## config.mk

```make
export PLATFORM = sky130hd
export DESIGN_NAME = channel_err_inj
export DESIGN_NICKNAME = d
export VERILOG_FILES = /design/src/rtl/err_inj_pkg.sv /design/src/rtl/err_inj_lfsr.sv /design/src/rtl/channel_err_inj.sv
export SDC_FILE = /design/constraint.sdc
export NUM_CORES = 1
export LEC_CHECK = 0
export CELL_PAD_IN_SITES_DETAIL_PLACEMENT = 1
export CELL_PAD_IN_SITES_GLOBAL_PLACEMENT = 2
export CORE_MARGIN = 2
export CORE_UTILIZATION = 29
export DETAILED_ROUTE_END_ITERATION = 7
export PLACE_DENSITY = 0.88
export RECOVER_POWER = 50
export SYNTH_ARGS = -nofsm -noshare
export SYNTH_HDL_FRONTEND = slang
export SYNTH_SLANG_ARGS = --single-unit
export TNS_END_PERCENT = 10
```

## constraint.sdc

```tcl
create_clock -name clk -period 4 [get_ports clk]
set_input_delay 0.8 -clock clk [delete_from_list [all_inputs] [get_ports clk]]
set_output_delay 0.8 -clock clk [all_outputs]
set_load 0.05 [all_outputs]
```

## src/rtl/err_inj_pkg.sv

```systemverilog
// Shared types, constants and helpers for the channel error injector.
package err_inj_pkg;

  typedef enum logic [1:0] {
    OFF      = 2'd0,
    PERIODIC = 2'd1,
    RANDOM   = 2'd2,
    ONESHOT  = 2'd3
  } err_mode_t;

  typedef enum logic [1:0] {
    IDLE  = 2'd0,
    ARMED = 2'd1,
    BURST = 2'd2,
    DONE  = 2'd3
  } oneshot_state_t;

  localparam logic [15:0] LFSR_TAPS         = 16'hB400;
  localparam logic [15:0] DEFAULT_LFSR_SEED = 16'hACE1;

  // Right-shifting Galois step: the bit shifted out decides whether the taps are folded in.
  function automatic logic [15:0] lfsr_next(input logic [15:0] s);
    return {1'b0, s[15:1]} ^ (s[0] ? LFSR_TAPS : 16'h0000);
  endfunction

  function automatic logic [4:0] popcount16(input logic [15:0] v);
    logic [4:0] n;
    n = 5'd0;
    for (int i = 0; i < 16; i++) begin
      n = n + {4'd0, v[i]};
    end
    return n;
  endfunction

endpackage

```

## src/rtl/err_inj_lfsr.sv

```systemverilog
// 16-bit Galois LFSR with reset seed and advance enable.
module err_inj_lfsr
  import err_inj_pkg::*;
#(
  parameter logic [15:0] SEED = DEFAULT_LFSR_SEED
) (
  input  logic        clk,
  input  logic        rst,
  input  logic        adv_i,
  output logic [15:0] state_o
);

  logic [15:0] lfsr_q;
  logic [15:0] lfsr_d;

  always_comb begin
    if (adv_i) begin
      lfsr_d = lfsr_next(lfsr_q);
    end else begin
      lfsr_d = lfsr_q;
    end
  end

  always_ff @(posedge clk or posedge rst) begin
    if (rst) begin
      lfsr_q <= SEED;
    end else begin
      lfsr_q <= lfsr_d;
    end
  end

  assign state_o = lfsr_q;

endmodule

```

## src/rtl/channel_err_inj.sv

```systemverilog
// Channel error injector: OFF / PERIODIC / RANDOM / ONESHOT corruption of a symbol stream.
// Define ERR_INJ_STATS_EN to build the flip and symbol counters; otherwise they read zero.
module channel_err_inj
  import err_inj_pkg::*;
#(
  parameter int unsigned       SYM_W       = 2,
  parameter int unsigned       PERIOD      = 256,
  parameter int unsigned       BURST_START = 247,
  parameter int unsigned       BURST_LEN   = 9,
  parameter logic [SYM_W-1:0]  FLIP_MASK   = {SYM_W{1'b1}},
  parameter logic [15:0]       LFSR_SEED   = DEFAULT_LFSR_SEED
) (
  input  logic             clk,
  input  logic             rst,
  input  logic [1:0]       cfg_mode_i,
  input  logic [7:0]       cfg_thresh_i,
  input  logic             arm_i,
  input  logic             valid_i,
  input  logic [SYM_W-1:0] sym_i,
  output logic             valid_o,
  output logic [SYM_W-1:0] sym_o,
  output logic             err_o,
  output logic [31:0]      flip_ct_o,
  output logic [31:0]      sym_ct_o
);

  localparam int unsigned POS_W = (PERIOD > 1) ? $clog2(PERIOD) : 1;
  localparam int unsigned BL_W  = (BURST_LEN > 1) ? $clog2(BURST_LEN) : 1;
  localparam logic [POS_W:0]   START_X  = (POS_W + 1)'(BURST_START);
  localparam logic [POS_W:0]   LEN_X    = (POS_W + 1)'(BURST_LEN);
  localparam logic [POS_W-1:0] POS_LAST = POS_W'(PERIOD - 1);
  localparam logic [BL_W-1:0]  CNT_LAST = BL_W'(BURST_LEN - 1);

  if ((BURST_LEN == 0) || (BURST_START + BURST_LEN > PERIOD) || (LFSR_SEED == 16'h0000) ||
      (SYM_W < 1) || (SYM_W > 16) || ((SYM_W & (SYM_W - 1)) != 0)) begin : g_bad_cfg
    $error("channel_err_inj: illegal parameter combination");
  end

  err_mode_t       mode_s;
  err_mode_t       mode_q;
  logic            mode_chg_s;
  logic [POS_W-1:0] pos_q;
  logic [POS_W-1:0] pos_d;
  logic [POS_W:0]   pos_off_s;
  logic [15:0]     lfsr_s;
  logic [7:0]      rnd_idx_s;
  oneshot_state_t  os_state_q;
  oneshot_state_t  os_state_d;
  logic [BL_W-1:0] burst_cnt_q;
  logic [BL_W-1:0] burst_cnt_d;
  logic            os_active_s;
  logic            os_fire_s;
  logic [SYM_W-1:0] f_s;
  logic            valid_q;
  logic [SYM_W-1:0] sym_q;
  logic            err_q;

  assign mode_s     = err_mode_t'(cfg_mode_i);
  assign mode_chg_s = valid_i && (mode_s != mode_q);

  err_inj_lfsr #(
    .SEED (LFSR_SEED)
  ) u_lfsr (
    .clk     (clk),
    .rst     (rst),
    .adv_i   (valid_i),
    .state_o (lfsr_s)
  );

  always_comb begin
    if (!valid_i) begin
      pos_d = pos_q;
    end else if (pos_q == POS_LAST) begin
      pos_d = '0;
    end else begin
      pos_d = pos_q + POS_W'(1);
    end
  end

  // Mode seen at the last valid symbol, used to detect a mode change.
  always_ff @(posedge clk or posedge rst) begin
    if (rst) begin
      pos_q  <= '0;
      mode_q <= OFF;
    end else begin
      pos_q <= pos_d;
      if (valid_i) begin
        mode_q <= mode_s;
      end else begin
        mode_q <= mode_q;
      end
    end
  end

  always_ff @(posedge clk or posedge rst) begin
    if (rst) begin
      os_state_q  <= IDLE;
      burst_cnt_q <= '0;
    end else begin
      os_state_q  <= os_state_d;
      burst_cnt_q <= burst_cnt_d;
    end
  end

  always_comb begin
    os_state_d  = os_state_q;
    burst_cnt_d = burst_cnt_q;
    if (mode_chg_s) begin
      os_state_d  = IDLE;
      burst_cnt_d = '0;
    end else begin
      case (os_state_q)
        IDLE, DONE: begin
          if (arm_i && (mode_s == ONESHOT)) begin
            os_state_d  = ARMED;
            burst_cnt_d = '0;
          end else begin
            os_state_d  = os_state_q;
          end
        end
        ARMED, BURST: begin
          if (os_fire_s && (burst_cnt_q == CNT_LAST)) begin
            os_state_d  = DONE;
            burst_cnt_d = '0;
          end else if (os_fire_s) begin
            os_state_d  = BURST;
            burst_cnt_d = burst_cnt_q + BL_W'(1);
          end else begin
            os_state_d  = os_state_q;
          end
        end
        default: begin
          os_state_d  = IDLE;
          burst_cnt_d = '0;
        end
      endcase
    end
  end

  // ARMED already corrupts: the symbol that leaves ARMED is the first of the burst.
  always_comb begin
    case (os_state_q)
      ARMED, BURST: os_active_s = 1'b1;
      default:      os_active_s = 1'b0;
    endcase
  end

  assign os_fire_s = valid_i && !mode_chg_s && (mode_s == ONESHOT) && os_active_s;
  assign pos_off_s = {1'b0, pos_q} - START_X;
  assign rnd_idx_s = lfsr_s[15:8] & 8'(SYM_W - 1);

  always_comb begin
    f_s = '0;
    case (mode_s)
      OFF: f_s = '0;
      PERIODIC: begin
        if (pos_off_s < LEN_X) begin
          f_s = FLIP_MASK;
        end else begin
          f_s = '0;
        end
      end
      RANDOM: begin
        if (lfsr_s[7:0] < cfg_thresh_i) begin
          f_s = SYM_W'(1) << rnd_idx_s;
        end else begin
          f_s = '0;
        end
      end
      ONESHOT: begin
        if (os_fire_s) begin
          f_s = FLIP_MASK;
        end else begin
          f_s = '0;
        end
      end
      default: f_s = '0;
    endcase
  end

  always_ff @(posedge clk or posedge rst) begin
    if (rst) begin
      valid_q <= 1'b0;
      sym_q   <= '0;
      err_q   <= 1'b0;
    end else begin
      valid_q <= valid_i;
      if (valid_i) begin
        sym_q <= sym_i ^ f_s;
        err_q <= |f_s;
      end else begin
        sym_q <= sym_q;
        err_q <= 1'b0;
      end
    end
  end

  assign valid_o = valid_q;
  assign sym_o   = sym_q;
  assign err_o   = err_q;

`ifdef ERR_INJ_STATS_EN
  logic [31:0] flip_q;
  logic [31:0] flip_d;
  logic [31:0] symct_q;
  logic [31:0] symct_d;
  logic [32:0] flip_sum_s;

  assign flip_sum_s = {1'b0, flip_q} + {28'd0, popcount16(16'(f_s))};

  always_comb begin
    if (!valid_i) begin
      flip_d  = flip_q;
      symct_d = symct_q;
    end else begin
      flip_d  = flip_sum_s[32] ? 32'hFFFF_FFFF : flip_sum_s[31:0];
      symct_d = (symct_q == 32'hFFFF_FFFF) ? symct_q : symct_q + 32'd1;
    end
  end

  always_ff @(posedge clk or posedge rst) begin
    if (rst) begin
      flip_q  <= 32'd0;
      symct_q <= 32'd0;
    end else begin
      flip_q  <= flip_d;
      symct_q <= symct_d;
    end
  end

  assign flip_ct_o = flip_q;
  assign sym_ct_o  = symct_q;
`else
  assign flip_ct_o = 32'd0;
  assign sym_ct_o  = 32'd0;
`endif

endmodule

```

# Word level (Yosys, flattened, before mapping)
# Index checks and enable logic that the tools add are counted.
[totals] ff_bits=36 latch_bits=0 mem_bits_rw=0 rom_bits=0 inputBits=16 output_inout_bits=68 wordCells=58 mem_count=0
[op_classes] add_sub_neg=3 multipliers=0 n_div=0 n_lt_le_gt_ge=2 eq_ne=11 n_shift=1 mux=18 bitwise=2 n_reduce_logical=13
[op_table] cell="$mux 16" n=1
[op_table] cell="$mux 4" n=4
[op_table] cell="$xor 15x16->16" n=1
[op_table] cell="$mux 2" n=7
[op_table] cell="$lt 9x4->1 const B" n=1
[op_table] cell="$sub 8x8->9 const B" n=1
[op_table] cell="$add 8x1->8 const B" n=1
[op_table] cell="$eq 2x2->1 const B" n=4
[op_table] cell="$eq 8x8->1 const B" n=1
[op_table] cell="$lt 8x8->1" n=1
[op_table] cell="$mux 8" n=1
[op_table] cell="$pmux 2 s4" n=1
[op_table] cell="$pmux 4 s2" n=1
[op_table] cell="$logic_and 1x1->1" n=6
[op_table] cell="$reduce_or 2->1" n=3
[op_table] cell="$add 4x1->4 const B" n=1
[op_table] cell="$eq 2x1->1 const B" n=2
[op_table] cell="$eq 4x4->1 const B" n=1
[op_table] cell="$logic_not 2->1" n=2
[op_table] cell="$ne 4x4->1 const B" n=1
[op_table] cell="$pmux 2 s2" n=1
[op_table] cell="$ne 3x3->1 const B" n=1
[op_table] cell="$mux 1" n=2
[op_table] cell="$ne 2x2->1" n=1
[op_table] cell="other kinds (4)" n=4

# Longest topological paths before layout
# Gate-level depths: netlist (run 1).
[depth] word_depth=10 ltp_mapped=7

# By module
# From an unflattened synthesis (run 1), not the netlist that was laid out.
[hier_totals] cells_unflattened=243 hier_area_um2=2431.1
[modules_own_cells] module="channel_err_inj" instances=1 cells_per_inst=202 area_per_inst_um2=1771.7 seq_area_each_um2=500.5
[modules_own_cells] module="err_inj_lfsr" instances=1 cells_per_inst=41 area_per_inst_um2=659.4 seq_area_each_um2=410.4

# Worst setup path after synthesis (run 1)
# No wires, ideal clock.
[synth_path] path_kind="input port to flip-flop" start="input port cfg_thresh_i[6]" end="register sym_q[0], in the netlist sym_o[0]" arrival_ps=2122 setup_slack_ps=1808 path_stages=7 n_path_buf=0 path_cell_list="inv_1 ha_1 and3_2 nand2_1 o31a_2 a2111o_1 nand3_1"
[synth_between] elab_chain_cells=4
[synth_lines] item="start, declared" line="channel_err_inj.sv:16" source="input logic [7:0] cfg_thresh_i,"
[synth_lines] item="$lt 8x8->1" line="channel_err_inj.sv:164" source="if (lfsr_s[7:0] < cfg_thresh_i) begin"
[synth_lines] item="$mux 2" line="channel_err_inj.sv:164"
[synth_lines] item="$pmux 2 s4" line="channel_err_inj.sv:154" source="case (mode_s)"
[synth_lines] item="$xor 2x2->2" line="channel_err_inj.sv:189" source="sym_q <= sym_i ^ f_s;"
[synth_lines] item="end signal, assigned" line="channel_err_inj.sv:189"
[synth_lines] item="end signal, assigned" line="channel_err_inj.sv:192" source="sym_q <= sym_q;"
[synth_lines] item="end, declared" line="channel_err_inj.sv:55" source="logic [SYM_W-1:0] sym_q;"
# Every way passes these cells.
# A chain may end at the register's enable or synchronous reset.

==> results of run 1 <==
[cell usage in the layout, fill, tap and decap left out, drive strengths merged, types with 7 or more instances in the layout]
| master | netlist | routed |
|---|---|---|
| dfstp | 8 | 8 |
| nor2 | 12 | 12 |
| a21oi | 7 | 7 |
| inv | 15 | 15 |
| clkdlybuf4s50 | 0 | 17 |
| mux2 | 15 | 15 |
| o21ai | 8 | 8 |
| conb | 1 | 64 |
| nand4 | 7 | 7 |
| nand2 | 14 | 14 |
| nand3 | 8 | 8 |
| dfrtp | 28 | 28 |
| clkbuf | 0 | 7 |
| ha | 10 | 10 |
| xnor2 | 10 | 10 |
[critical path, delay by kind of cell]
family	cells	cell delay [ps]
buffers and inverters	3	1940
[final cells by class]
type	instances	area share [%]
clock inverters	2	1.36
clock buffers	6	2.81
flip-flops and latches	36	35.3
well taps	105	5.09
repair buffers	21	7.81
inverters	15	2.18
multi-input cells	190	45.4
[state kept, by name, summed over array words and instances, names as in the netlist]
name / count
pos_q: 8
burst_cnt_q: 4
os_state_q: 2
u_lfsr.state_o: 16
sym_o: 2
mode_q: 2
err_o: 1
valid_o: 1
[final timing paths]
path / start / end / slack (ps) / cells after the start
min: pos_q[7] / pos_q[7] / 480 / 1
max in group clk: cfg_thresh_i[6] / sym_o[1] / 1540 / 8
min reg2reg: pos_q[7] / pos_q[7] / 480 / 1
max reg2reg: pos_q[0] / sym_o[1] / 2060 / 6
min in group asynchronous: rst / pos_q[7] / 1640 / 3
max: rst / os_state_q[0] / 1280 / 3
[kinds of logic after synthesis]
| group | synth area share [%] |
|---|---|
| flops | 37.4 |
| mux | 7.35 |
| compound gates | 9.81 |
| other cells | 0.154 |
| fa+ha+maj | 5.14 |
| xor+xnor | 4.32 |
| simple gates | 11.7 |
| buf+inv | 24.2 |
[layer usage]
metal  vias up  global-route usage [%]
li1        756                       -
met1       741                    13.0
met2        49                    17.1
met3         4                    2.45
met4         0                    4.29
met5         -                       0
[through the flow]
stage	util, %	total power (µW)	hold WS [ps]
6_report	31.6	1460	481
5_1_grt	31.6	1560	523
4_1_cts	31.6	1480	486
3_5_place_dp	30.3	1160	471
3_3_place_gp	30.3	1130	466
2_1_floorplan	-	1100	445
[power by group through the flow]
stage / registers, µW / clock network (µW) / logic [µW]
finish: 635 / 314 / 508
CTS: 638 / 329 / 515
global route: 659 / 341 / 564
detailed placement: 644 / 0 / 512
floorplan: 615 / 0 / 482
global placement: 636 / 0 / 495
==> metrics, run 1 <==
Seq. cell area=~910 µm²; core area=just over 8000 µm²; GRT overflow=0; filler instances=970; setup tns final=0 ps; vias in the first global route=between 1000 and 1500; metal3 WL=around 230 µm; cell internal pwr=900 µW; Layout area overhead=5.96%; IO Pins=84; pre-CTS setup slack=1240 ps; ANT cells=0; Post-synth EDFFs=0; # DRC=0; fin. max-slew vios=37; Total GRT Usage=between 10 and 15%; CTS Hold Bufs=0; GP Congestion=0.740; die area=slightly above 9000 µm²; # nets final=295; drt pass-1 iters=4; status=finished, violations left; final hold vios=0; period utilisation layout=between 60% and 70%; Routed Wire Length=between 4000 and 5000 µm; Seq cells post-synth=36; most frequent cell after synthesis=buf_4; TritonCTS Sinks=36; worst stage delay on the critical path=approximately 1400 ps; CTS tree=built; top cells by area, synth=dfrtp_1 29%, buf_4 21%, dfstp_2 8.6%; Worst setup SP type=primary input; clock root buffer=clkbuf_8; FP Rows=33; setup ws final=roughly 1300 ps; Iteration-0 DRC Markers=42; Ys Warns=0; clk slew on worst S/H paths=approximately 70 ps; share of cells above drive strength 1=14.4%; Leakage=about 0.0012 µW; Initial Util=~30%; critical-path cell list=dlygate4sd3_1 > inv_1 > clkbuf_1; Vias/cell=4.13; final setup vio count=0; first-pass GRT wire length=between 7000 and 8000 µm; CP max FO=36; pwr dens=between 500 and 600 nW/µm²; length of routed met2 wiring=approximately 2100 µm; Die Span Y=~96 µm; chip width=95.6 µm; Reg power frac=a little over two fifths; post-CTS setup repair buffer count=0; Synth top cells by count=68 x buf_4, 28 x dfrtp_1, 15 x inv_1, 15 x mux2_2, 14 x nand2_1; Non-Filler Instances=between 300 and 400; CP endpoint kind=asynchronous set/reset pin; Gate Count Post-Synth=about 250; htree depth=2; failing checks=max-capacitance violations, max-slew violations; TritonCTS Buffers=5; HPWL after DPL=about 3300 µm; initial antenna violation count=0; area leader, netlist=dfrtp_1; Max Cap Viol=1; CP required=4040 ps; Multi-input gate area=roughly 1200 µm²; largest net degree at the start of global routing=37; placed cells=~370; clk_lat worst skew=approximately 290 ps; Peak VDD IR=between 0.0001 and 0.00015 V; Port Buffer Count=19; DR WL/cell=11.6 µm; fmax=368 MHz; # resized after CTS=0; unrepaired setup endpoints after global routing=no; Clock Skews=slightly above 3 ps; post-synthesis async set-or-reset flop share=100%; crit path DAT=between 2000 and 3000 ps; post-synth top area share=between 20% and 30%; worst rel slew slack=-26.0%; Slew @ Worst Pin=1890 ps; Sw Share=between 30% and 40%; clk buf depth=2; final instance area=about 2600 µm²; worst hold path type=flop to flop; routed length on met1=1920 µm; sequential share of the synthesized area=about 37%; syn_area_per_cell=roughly 10 µm²; Placement Cell Area=2480 µm²; Top FF cell, synth=dfrtp_1; CP max-delay cell=clkbuf_1; net switching power=roughly 560 µW; routed vias=between 1500 and 2000; Final min period=between 2000 and 3000 ps; synthesized cell area=2430 µm²; Clk pwr share=between 20 and 25%; ANT nets after route=0; Distinct cells, synth=42; crit path kind=primary input to asynchronous set/reset pin; Logic pwr share=34.9%; highest metal used=met4
(Power assumes the default switching activity.)
==> run 2: changes to the inputs <==
--- a/config.mk
+++ b/config.mk
@@ -8,9 +8,9 @@
 export CELL_PAD_IN_SITES_DETAIL_PLACEMENT = 1
 export CELL_PAD_IN_SITES_GLOBAL_PLACEMENT = 2
 export CORE_MARGIN = 2
-export CORE_UTILIZATION = 29
+export CORE_UTILIZATION = 27
 export DETAILED_ROUTE_END_ITERATION = 7
-export PLACE_DENSITY = 0.88
+export PLACE_DENSITY = 0.83
 export RECOVER_POWER = 50
 export SYNTH_ARGS = -nofsm -noshare
 export SYNTH_HDL_FRONTEND = slang
==> constraint.sdc (replaced) <==
create_clock -name clk -period 2.7 [get_ports clk]
set_input_delay 0.54 -clock clk [delete_from_list [all_inputs] [get_ports clk]]
set_output_delay 0.54 -clock clk [all_outputs]
set_load 0.05 [all_outputs]
==> run 2 against run 1 <==
Net effect: the flow now finishes without violations; final area decreased by 0.53%; power rose by 42%; global-route usage shrank 1.1 points; wire length is 3.1% higher; sequential power increased by 49%; clock skew increased by 3.4 ps; hold slack better by 4.8 ps; critical path depth increased by 5; flip-flop and latch count unchanged; setup slack worse by 760 ps; utilization is 2.1 points lower.
==> metrics, run 2 (synthesis gave the netlist of run 1 again) <==
status=finished clean (was finished, violations left); CTS tree=built (unchanged); Routed Wire Length=4470 µm (was 4330 µm); ANT cells=0 (unchanged); worst reg-to-reg setup slack=750 ps (was 2060 ps); commonest non-fill, non-tap cell in the layout=conb_1 (unchanged); clk slew on worst S/H paths=70 ps (about the same); vias in the first global route=1544 (was 1489); Worst setup SP type=primary input (unchanged); CTS Hold Bufs=0 (unchanged); share of cells above drive strength 1=14.8% (was 14.4%); crit path DAT=2400 ps (was 2750 ps); drt pass-1 iters=4 (unchanged); largest net degree at the start of global routing=37 (unchanged); first-pass GRT wire length=7390 µm (was 7290 µm); worst hold path type=flop to flop (unchanged); # DRC=0 (unchanged); CP max FO=5 (was 36); IO Pins=84 (unchanged); fin. max-slew vios=0 (was 37); Peak VDD IR=0.000216 V (was 0.000134 V); TritonCTS Sinks=36 (unchanged); GP Congestion=0.774 (was 0.740); # resized after CTS=0 (unchanged); TritonCTS Buffers=5 (unchanged); htree depth=2 (unchanged); Die Span Y=99.0 µm (was 95.6 µm); initial antenna violation count=0 (unchanged); most frequent cells in the layout=64 x conb_1, 28 x dfrtp_1, 17 x clkdlybuf4s50_1 (unchanged); max FFs per register=16 (unchanged); pwr dens=806 nW/µm² (was 565 nW/µm²); Multi-input gate area=1170 µm² (unchanged); unrepaired setup endpoints after global routing=no (unchanged); clk_lat worst skew=280 ps (was 290 ps); GRT overflow=0 (unchanged); Vias/cell=4.21 (was 4.13); HPWL after DPL=3360 µm (was 3310 µm); DR WL/cell=11.8 µm (was 11.6 µm); Leakage=0.00118 µW (about the same); Finished Core Util=29.4% (was 31.6%); worst rel slew slack=40.0% (was -26.0%); clock root buffer=clkbuf_8 (unchanged); Hold Crit Start=pos_q[7] (unchanged); Layout area overhead=5.40% (was 5.96%); final hold vios=0 (unchanged); Iteration-0 DRC Markers=47 (was 42); CP required=2920 ps (was 4040 ps); clk buf depth=2 (unchanged); crit path kind=primary input to flop (was primary input to asynchronous set/reset pin); die area=9790 µm² (was 9150 µm²); routed vias=1595 (was 1550); # nets final=296 (was 295); CP endpoint kind=flop (was asynchronous set/reset pin); Port Buffer Count=19 (unchanged); setup tns final=0 ps (unchanged); Seq. cell area=911 µm² (unchanged); CP Launch Point=cfg_thresh_i[6] (was rst); ANT nets after route=0 (unchanged); Clock Skews=6.51 ps (was 3.06 ps); Worst Hold Slack=486 ps (was 481 ps); final setup vio count=0 (unchanged); chip width=99.0 µm (was 95.6 µm); FP Rows=34 (was 33); fmax=459 MHz; Final min period=about 2200 ps; Total GRT Usage=9.32% (was 10.4%); Slew @ Worst Pin=900 ps (was 1890 ps); reg2reg start=pos_q[0] (unchanged); core area=8720 µm² (was 8180 µm²); Initial Util=27.9% (was 29.8%); filler instances=1040 (was 970); period utilisation layout=between 80% and 90%; Placement Cell Area=2490 µm² (was 2480 µm²); post-CTS setup repair buffer count=0 (unchanged); final instance area=2570 µm² (was 2580 µm²); Max Cap Viol=0 (was 1)
==> run 2: cell count changes in the layout (fill, tap and decap cells not counted) <==
cell	previous run	this run
bufinv_16	1	0
buf_4	1	2
clkbuf_2	0	1
==> run 2: worst max-delay path, stage by stage <==
cell             delay (ps)
clkdlybuf4s50_1         460
inv_1                    40
ha_1                    280
and3_2                  190
nand2_1                  50
o31a_2                  360
a2111o_1                410
nand3_1                  70
==> run 2: path summary, 6_finish.rpt <==
path	endpoint	cells after the start
worst max-delay path	sym_o[1]	8
worst min-delay path	pos_q[7]	1
worst max register to register	err_o	6
worst min register to register	pos_q[7]	1
max in group asynchronous	burst_cnt_q[3]	3
min in group asynchronous	pos_q[6]	3
==> run 2: stage by stage <==
stage,worst slack [ps],std cells,total power [µW]
4_1_cts,524,379,2100
3_5_place_dp,221,371,1720
5_1_grt,384,379,2220
3_3_place_gp,238,371,1670
2_1_floorplan,768,312,1620
6_report,519,379,2070
==> run 2: final cells by class <==
class | count | area share, %
clock buffers | 7 | 2.97
clock inverters | 1 | 0.195
inverters | 15 | 2.19
multi-input cells | 190 | 45.7
flip-flops and latches | 36 | 35.5
well taps | 108 | 5.27
repair buffers | 22 | 8.19
==> run 2: routing by layer <==
metal	up-vias	track usage (%)	routed length, µm
met5	-	0	0
met3	2	2.41	266
met4	0	2.53	21
met2	53	15.4	2180
li1	756	-	-
met1	784	12.1	2000
==> run 2: where the power goes <==
group | internal [µW] | total, µW | switching (µW)
clock | 181 | 369 | 188
sequential | 758 | 944 | 186
combinational | 301 | 755 | 454
total | 1240 | 2070 | 828
==> run 3: changes to the inputs <==
==> constraint.sdc (replaced) <==
create_clock -name clk -period 2.25 [get_ports clk]
set_input_delay 0.45 -clock clk [delete_from_list [all_inputs] [get_ports clk]]
set_output_delay 0.45 -clock clk [all_outputs]
set_load 0.05 [all_outputs]
==> run 3 against run 2 <==
Net effect: die area is the same; via count grew 0.56%; first-iteration DRC count decreased by 30%; sequential power is 20% higher; largest cell class unchanged; final area is 3.5% higher; register-to-register slack got worse by 420 ps; clock skew decreased by 4.3 ps; flip-flop and latch count did not move; global-route usage rose by 0.26 points; sequential share of layout area fell by 1.2 points; non-clock buffer count up 8; critical path type unchanged; wire length shrank 0.22%.
==> metrics, run 3 (synthesis gave the netlist of run 1 again) <==
Port Buffer Count=19 (unchanged); Routed Wire Length=4460 µm (was 4470 µm); core area=8720 µm² (unchanged); CP max-delay cell=clkdlybuf4s50_1 (unchanged); Worst setup SP type=primary input (unchanged); first-pass GRT wire length=7420 µm (was 7390 µm); # nets final=304 (was 296); CTS Hold Bufs=0 (unchanged); Iteration-0 DRC Markers=33 (was 47); IO Pins=84 (unchanged); worst path bufs/invs=2 (unchanged); reg2reg start=pos_q[0] (unchanged); CP endpoint kind=flop (unchanged); FP Rows=34 (unchanged); drt pass-1 iters=4 (unchanged); pre-CTS setup slack=-181 ps (was 221 ps); final setup vio count=0 (unchanged); die area=9790 µm² (unchanged); CP max FO=5 (unchanged); # resized after CTS=0 (unchanged); unrepaired setup endpoints after global routing=no (unchanged); clock root buffer=clkbuf_8 (unchanged); fin. max-slew vios=0 (unchanged); Multi-input gate area=1170 µm² (unchanged); vias in the first global route=1511 (was 1544); most frequent cells in the layout=64 x conb_1, 28 x dfrtp_1, 17 x clkdlybuf4s50_1 (unchanged); # DRC=0 (unchanged); Final min period=about 2100 ps; final instance area=2660 µm² (was 2570 µm²); HPWL after DPL=3460 µm (was 3360 µm); Vias/cell=4.14 (was 4.21); commonest non-fill, non-tap cell in the layout=conb_1 (unchanged); Slew @ Worst Pin=884 ps (was 900 ps); GRT overflow=0 (unchanged); post-CTS setup repair buffer count=0 (unchanged); clk buf depth=2 (unchanged); crit path DAT=2360 ps (was 2400 ps); Hold Crit Start=pos_q[7] (unchanged); worst stage delay on the critical path=460 ps (about the same); post-route total power=2640 µW (was 2070 µW); Initial Util=27.9% (unchanged); GP Congestion=0.765 (was 0.774); final hold vios=0 (unchanged); DR WL/cell=11.5 µm (was 11.8 µm); critical-path cell list=clkdlybuf4s50_1 > inv_1 > ha_1 > and3_2 > nand2_1 > o31a_2 > a2111o_1 > nand3_1 (unchanged); Peak VDD IR=0.000308 V (was 0.000216 V); CP Launch Point=cfg_thresh_i[7] (was cfg_thresh_i[6]); initial antenna violation count=0 (unchanged); setup tns final=0 ps (unchanged); filler instances=1017 (was 1040); Seq. cell area=911 µm² (unchanged); CTS tree=built (unchanged); TritonCTS Buffers=5 (unchanged); pwr dens=994 nW/µm² (was 806 nW/µm²); fmax=~470 MHz; largest net degree at the start of global routing=37 (unchanged); max FFs per register=16 (unchanged); period utilisation layout=a little over nine tenths; status=finished clean (unchanged); worst rel slew slack=41.1% (was 40.0%); worst hold path type=flop to flop (unchanged); routed vias=1604 (was 1595); Die Span Y=99.0 µm (unchanged); clk slew on worst S/H paths=80 ps (was 70 ps); TritonCTS Sinks=36 (unchanged); clk_lat worst skew=290 ps (was 280 ps); Worst path top cell family by delay=compound AO/OA/AOI/OAI gates (unchanged); CP required=2480 ps (was 2920 ps); chip width=99.0 µm (unchanged); Leakage=0.00123 µW (was 0.00118 µW); Max Cap Viol=0 (unchanged); Layout area overhead=9.10% (was 5.40%); htree depth=2 (unchanged); share of cells above drive strength 1=17.6% (was 14.8%); Total GRT Usage=9.58% (was 9.32%); setup ws final=123 ps (was 519 ps); crit path kind=primary input to flop (unchanged); ANT cells=0 (unchanged); ANT nets after route=0 (unchanged); Clock Skews=2.21 ps (was 6.51 ps); Placement Cell Area=2550 µm² (was 2490 µm²)
-- run 3: through the flow --
step           instances  utilization [%]  hold WS (ps)
2_1_floorplan        312                -           445
3_3_place_gp         379             29.2           473
3_5_place_dp         379             29.2           484
4_1_cts              387             30.5           500
5_1_grt              387             30.5           523
6_report             387             30.5           490
-- run 3: final cells by class --
cell class,instances,share of cell area (%)
Multi-Input combinational cell,190,44.1
Clock buffer,5,2.59
Inverter,15,2.12
Sequential cell,36,34.3
Timing Repair Buffer,30,10.0
Clock inverter,3,1.74
Tap cell,108,5.09
-- run 3: path summary, 6_finish.rpt --
check | to | slack (ps) | depth (start not counted)
setup / recovery | sym_o[1] | 120 | 8
hold / removal | pos_q[7] | 490 | 1
setup reg to reg | sym_o[1] | 330 | 6
hold reg to reg | pos_q[7] | 490 | 1
max in group asynchronous | os_state_q[1] | 840 | 3
min in group asynchronous | pos_q[7] | 860 | 3
-- run 3: report_power, final --
part | internal, µW | leakage (µW) | switching [µW]
Clock | 334 | 0.0000548 | 254
Combinational | 378 | 0.000738 | 546
Sequential | 909 | 0.000434 | 219
Total | 1620 | 0.00123 | 1020
-- run 3: worst register-to-register path: cells and delay by family (launching register included) --
kind / cells / cell delay, ps
compound gates: 2 / 320
fa+ha+maj: 1 / 350
flops: 1 / 480
mux: 1 / 100
simple gates: 2 / 560
-- run 3: routing by layer --
metal	track usage, %	share of wire [%]	up-vias
li1	-	-	775
met1	12.1	45	771
met5	0	0	-
met4	3.16	1.4	0
met2	15.7	48	51
met3	2.84	5.7	7
